$ cat src/rtl/hpc_rnd_source.sv
// Fresh-randomness source for the HPC1 AND gadget.
// A seedable 64-bit Fibonacci LFSR that advances by NRND steps per enabled cycle.
// After each seed load it runs a fixed number of discarded warm-up advances,
// then exposes rnd together with rnd_valid. An all-zero seed is rejected and
// reported on seed_err, so the LFSR can never lock up at zero.
module hpc_rnd_source #(
  parameter int unsigned security_order = 2,
  localparam int unsigned D = security_order + 1,
  parameter int unsigned NRND   = D * (D - 1),
  parameter int unsigned WARMUP = 16
) (
  input  logic            clk,
  input  logic            rst,
  input  logic [63:0]     seed,
  input  logic            seed_valid,
  output logic            seed_ready,
  output logic            seed_err,
  input  logic            en,
  output logic [NRND-1:0] rnd,
  output logic            rnd_valid
);

  localparam logic [1:0] ST_IDLE   = 2'd0;
  localparam logic [1:0] ST_WARMUP = 2'd1;
  localparam logic [1:0] ST_RUN    = 2'd2;

  logic [1:0]  fsm_q;
  logic [63:0] state_q;
  logic [63:0] state_adv;
  logic [31:0] cnt_q;
  logic        err_q;
  logic        seed_fire;
  logic        seed_accept;

  assign seed_ready  = (fsm_q != ST_WARMUP);
  assign rnd_valid   = (fsm_q == ST_RUN);
  assign rnd         = rnd_valid ? state_q[NRND-1:0] : '0;
  assign seed_err    = err_q;
  assign seed_fire   = seed_valid & seed_ready;
  assign seed_accept = seed_fire & (|seed);

  // NRND unrolled LFSR steps: fb = s63^s62^s60^s59 shifted in at bit 0.
  always_comb begin
    state_adv = state_q;
    for (int unsigned i = 0; i < NRND; i++) begin
      state_adv = {state_adv[62:0],
                   state_adv[63] ^ state_adv[62] ^ state_adv[60] ^ state_adv[59]};
    end
  end

  // Seed load, warm-up countdown and run-time advance.
  always_ff @(posedge clk or posedge rst) begin
    if (rst) begin
      fsm_q   <= ST_IDLE;
      state_q <= '0;
      cnt_q   <= '0;
      err_q   <= 1'b0;
    end else begin
      err_q <= seed_fire & ~(|seed);
      case (fsm_q)
        ST_IDLE: begin
          if (seed_accept) begin
            state_q <= seed;
            cnt_q   <= WARMUP;
            fsm_q   <= (WARMUP == 0) ? ST_RUN : ST_WARMUP;
          end
        end
        ST_WARMUP: begin
          state_q <= state_adv;
          cnt_q   <= cnt_q - 32'd1;
          if (cnt_q == 32'd1) begin
            fsm_q <= ST_RUN;
          end
        end
        ST_RUN: begin
          // A seed load takes priority over a simultaneous advance.
          if (seed_accept) begin
            state_q <= seed;
            cnt_q   <= WARMUP;
            fsm_q   <= (WARMUP == 0) ? ST_RUN : ST_WARMUP;
          end else if (en) begin
            state_q <= state_adv;
          end
        end
        default: begin
          fsm_q <= ST_IDLE;
        end
      endcase
    end
  end

endmodule

$ cat config.mk
export PLATFORM = sky130hd
export DESIGN_NAME = hpc_rnd_source
export DESIGN_NICKNAME = d
export VERILOG_FILES = /design/src/rtl/hpc_rnd_source.sv
export SDC_FILE = /design/constraint.sdc
export NUM_CORES = 1
export LEC_CHECK = 0
export ABC_AREA = 1
export CORE_MARGIN = 8
export CORE_UTILIZATION = 50
export CTS_CLUSTER_DIAMETER = 200
export DETAILED_ROUTE_END_ITERATION = 12
export GPL_TIMING_DRIVEN = 0
export PLACE_DENSITY = 0.71
export SETUP_SLACK_MARGIN = 0.1
export SLEW_MARGIN = 10
export SYNTH_ARGS = -nofsm -noshare
export SYNTH_HDL_FRONTEND = slang
export SYNTH_SLANG_ARGS = --single-unit
$ cat constraint.sdc
create_clock -name clk -period 4.7 [get_ports clk]
set_input_delay 0.94 -clock clk [delete_from_list [all_inputs] [get_ports clk]]
set_output_delay 0.94 -clock clk [all_outputs]
set_load 0.005 [all_outputs]
# After elaboration in Yosys (flattened, before gate mapping)
# Cells that the tools add are included.
totals:
  reg_bits: 99
  elab_cells: 53
classes:
  add_sub_neg: 1
  n_eq_ne: 8
  n_mux: 10
  bitwise_logic: 22
  n_reduce_logical: 8
op_table:
  columns: ["op", "n"]
  rows:
  - ["$mux 64", 3]
  - ["$pmux 64 s3", 1]
  - ["$pmux 32 s2", 1]
  - ["$reduce_or 64->1", 1]
  - ["$eq 32x1->1 const B", 1]
  - ["$mux 32", 1]
  - ["$sub 32x1->32 const B", 1]
  - ["$xor 1x1->1", 18]
  - ["$mux 6", 1]
  - ["$mux 2", 2]
  - ["$ne 2x1->1 const B", 2]
  - ["$ne 2x2->1 const B", 2]
  - ["$pmux 2 s2", 1]
  - ["$reduce_and 2->1", 2]
  - ["$and 1x1->1", 3]
  - ["$ne 3x2->1 const B", 1]
  - ["$reduce_and 3->1", 1]
  - ["$reduce_bool 3->1", 1]
  - ["$eq 2x1->1 const B", 1]
  - ["$eq 2x2->1 const B", 1]
  - ["$logic_not 2->1", 1]
  - ["$reduce_bool 2->1", 1]
  - ["$reduce_or 2->1", 1]
  - ["$not 1->1", 1]

# Longest topological paths before layout
depth:
  word_depth: 6
  ltp_mapped: 14
  depth_no_buf: 12

# Worst setup path after synthesis
# No wires, ideal clock.
synth_path:
  path_kind: "in2reg"
  from: "input port seed[13]"
  to: "register state_q[4]"
  arrival_time_ns: 2.040
  required_ns: 4.583
  setup_slack_ns: 2.544
  path_stages: 14
  path_buffers: 2
  path_cell_list: "nor2_1 > nand2_1 > nor2_1 > nand2_1 > nor2_1 > nand2_1 > nand2_1 > nand3_1 > nand2_1 > buf_4 > buf_4 > nor2_1 > nand2_1 > nand2_1"
synth_between:
  elab_chain_len: 4
  elab_cells_between_ends: 7
  classes_between: "eq/ne: 2; mux: 2; bitwise: 1; reduce/logical: 2"
synth_rtl:
  columns: ["item", "line_no", "source"]
  rows:
  - ["from (decl)", "14", "input logic [63:0] seed,"]
  - ["$reduce_or 64->1 (*)", "40", "assign seed_accept = seed_fire & (|seed);"]
  - ["$and 1x1->1 (*)", "40", null]
  - ["$ne 3x2->1 (no line) (tied with other cells)", null, null]
  - ["$reduce_and 3->1 (no line) / $pmux 64 s3 (equally long branches)", null, null]
  - ["to (signal assigned)", "69", "state_q <= state_adv;"]
  - ["to (signal assigned)", "82", "state_q <= state_adv;"]
  - ["to (decl)", "28", "logic [63:0] state_q;"]
# Mark *: on every way between the ends. The rest lies on a longest branch, timed or not.
# A chain may end at the register's enable or synchronous reset.

# Final worst setup path
layout_path:
  from: "register fsm_q[0]"
  to: "output port rnd[0]"
layout_between:
  elab_chain_len: 2
layout_rtl:
  columns: ["item", "line_no", "source"]
  rows:
  - ["from (decl)", "27", "logic [1:0] fsm_q;"]
  - ["from (signal assigned)", "65", "fsm_q <= (WARMUP == 0) ? ST_RUN : ST_WARMUP;"]
  - ["from (signal assigned)", "80", "fsm_q <= (WARMUP == 0) ? ST_RUN : ST_WARMUP;"]
  - ["$eq 2x2->1", "36", "assign rnd_valid = (fsm_q == ST_RUN);"]
  - ["$mux 6", "37", "assign rnd = rnd_valid ? state_q[NRND-1:0] : '0;"]
  - ["to (decl)", "19", "output logic [NRND-1:0] rnd,"]
# No other way between the ends.

==> flow_summary.json <==
{
  "antenna_found_initial": 0,
  "hold_buffers": 0,
  "ctsResizeCount": 0,
  "clockBufferDepth": 2,
  "cts-root-buf": "clkbuf_16",
  "setup_viol": 0,
  "crit_arrival_ps": 2420,
  "endpoint_kind": "output pin",
  "slew_violations": 0,
  "required_ps": 3760,
  "hold_depth": 2,
  "power.density_nw_per_um2": 826,
  "skew_ps": 11.2,
  "drc": 0,
  "initial_utilization": 0.506,
  "grt_remaining_overflow": 0,
  "nFillCells": 1538,
  "fmax_mhz": 298,
  "port-buffer-count": 76,
  "dp_cells": 1554,
  "synth-seq-area-share": 0.324,
  "io_pins": 77,
  "synth_area_um2": 7640,
  "die_area_um2": 19500,
  "hold_viol_final": 0,
  "num_vias": 7954,
  "grt_pass1_vias": 7334,
  "status": "finished, final reports clean",
  "cp-start-kind": "register",
  "coreArea_um2": 15100,
  "grt_max_degree": 56,
  "antenna_cells": 0,
  "synth_common_cells": "nand2_1, nor2_1, inv_1",
  "cts_setup_buffers": 0,
  "drtPass1Iterations": 5,
  "drt_wl_total_um": 22600,
  "cts_num_sinks": 99,
  "synth_flop_cell": "dfrtp_1",
  "initialDrtViolationCount": 723,
  "yosysTopAreaCellShare": 0.324,
  "min_period_ps": 3360,
  "ys_ff_latch": 99,
  "path_class": "reg2out",
  "timing.rr.start": "fsm_q[0]",
  "ff2ff_setup_slack_ps": 2160,
  "path_clk_slew_ps": 70,
  "avgSynthCellArea_um2": 5.92,
  "clock_latency_ps": 360,
  "leakage_uw": 0.00490,
  "drv_cap": 0,
  "min-delay-start": "state_q[20]",
  "syn2layout_area_growth_pct": 17.5,
  "holdCritPathClass": "reg2reg",
  "viasPerCell": 5.07,
  "htreeDepth": 3,
  "dp_hpwl_um": 16800,
  "rr_worst_depth": 10,
  "synth_cells": 1289,
  "routabilityCongestion": 0.935,
  "cts_tree": "yes",
  "total_power_uw": 7420,
  "worst_r2r_endpoint": "state_q[29]",
  "die_w_um": 140,
  "grt_pass1_wl_um": 37800,
  "tightestPinTransition_ps": 599,
  "rows": 45,
  "postLayoutCoreUtil": 0.595,
  "synth_top_cell_by_area": "dfrtp_1",
  "tns_ps": 0,
  "yosysWarnings": 0,
  "ant_nets": 0,
  "yosysMostFrequentCell": "nand2_1",
  "fp.dieH_um": 140,
  "wl_per_cell_um": 14.4,
  "drive_gt1_frac": 0.0427,
  "yosysUniqueCellTypes": 24,
  "synth_edf_count": 0,
  "peakVddDrop_mv": 0.396,
  "hold_end": "state_q[20]",
  "crit_start": "fsm_q[0]",
  "max_slew_margin": 0.597,
  "nNetsFinal": 1450,
  "track_usage": 0.237,
  "fin_crit_sh": 0.715,
  "dp_slack_ps": 1520,
  "critPathMaxFanout": 10,
  "rsz0062_at_grt": "false",
  "synthArstFlopShare": 1.00,
  "fin_ws_ps": 1340,
  "yosys-top-cells-area": "dfrtp_1, nand2_1, nor2_1, nand3_1, inv_1",
  "fin_cells": 1570,
  "synth_nets": 1362,
  "numCtsBuffers": 9
}
report_power, final:
group | switching, uW | internal [uW]
Sequential | 410 | 1300
Clock | 357 | 434
Combinational | 3180 | 1740
flip-flops by register name (all words and copies together) (netlist names):
signal    cells
seed_err      1
cnt_q        32
fsm_q         2
state_q      64
stage by stage:
step / hold slack (ps) / area, um2
detailed placement: 488 / 8660
finish: 509 / 8980
CTS: 504 / 8980
floorplan: 468 / 7640
global placement: 488 / 8630
global route: 544 / 8980
worst max-delay path, cell delays in order (launching register included):
cell and delay, ps:
dfrtp_1 400, inv_1 90, ha_1 170, buf_2 270
buf_1 440, nand2_1 110, inv_1 80, clkdlybuf4s50_1 490
routing by layer:
layer	up-vias	routed length (um)	global-route usage
met3	30	1380	0.0472
met2	255	9970	0.368
met4	0	432	0.0714
met1	3537	10800	0.326
met5	-	0	0
li1	4132	-	-
layout by cell type (no fill, tap or decap), types with 2 or more instances in the layout:
cell type,n
nand2_1,441
nor2_1,230
inv_1,150
nand3_1,148
dfrtp_1,99
clkdlybuf4s50_1,76
a21oi_1,58
xor2_1,26
clkbuf_1,22
nand4_1,22
buf_4,18
buf_2,17
buf_1,14
xnor2_1,13
o21ai_0,11
clkbuf_16,9
nor3_1,5
ha_1,5
inv_6,2
nand3b_1,2
clkinv_4,2
logic make-up (layout without fill, tap and decap cells):
family / count (synthesis) / after routing / share of synthesized area
simple gates: 853 / 853 / 0.455
buf+inv: 223 / 316 / 0.121
flops: 99 / 99 / 0.324
compound gates: 70 / 70 / 0.0460
xor+xnor: 39 / 39 / 0.0447
fa+ha+maj: 5 / 5 / 0.00819
worst max path at each step:
stage               slack, ps          to
floorplan                1170    cnt_q[0]
global placement         -570  state_q[6]
detailed placement       1520    cnt_q[9]
CTS                      1340      rnd[0]
global route             1170      rnd[3]
finish                   1340      rnd[0]
cell type report:
| type | instances | area, um2 | area share |
|---|---|---|---|
| Multi-Input combinational cell | 967 | 4230 | 0.472 |
| Clock inverter | 6 | 72.6 | 0.00808 |
| Timing Repair Buffer | 77 | 788 | 0.0878 |
| Sequential cell | 99 | 2480 | 0.276 |
| Buffer | 71 | 355 | 0.0396 |
| Tap cell | 188 | 235 | 0.0262 |
| Inverter | 152 | 576 | 0.0641 |
| Clock buffer | 10 | 239 | 0.0266 |
Note: power is estimated with default switching activity, not from simulation.
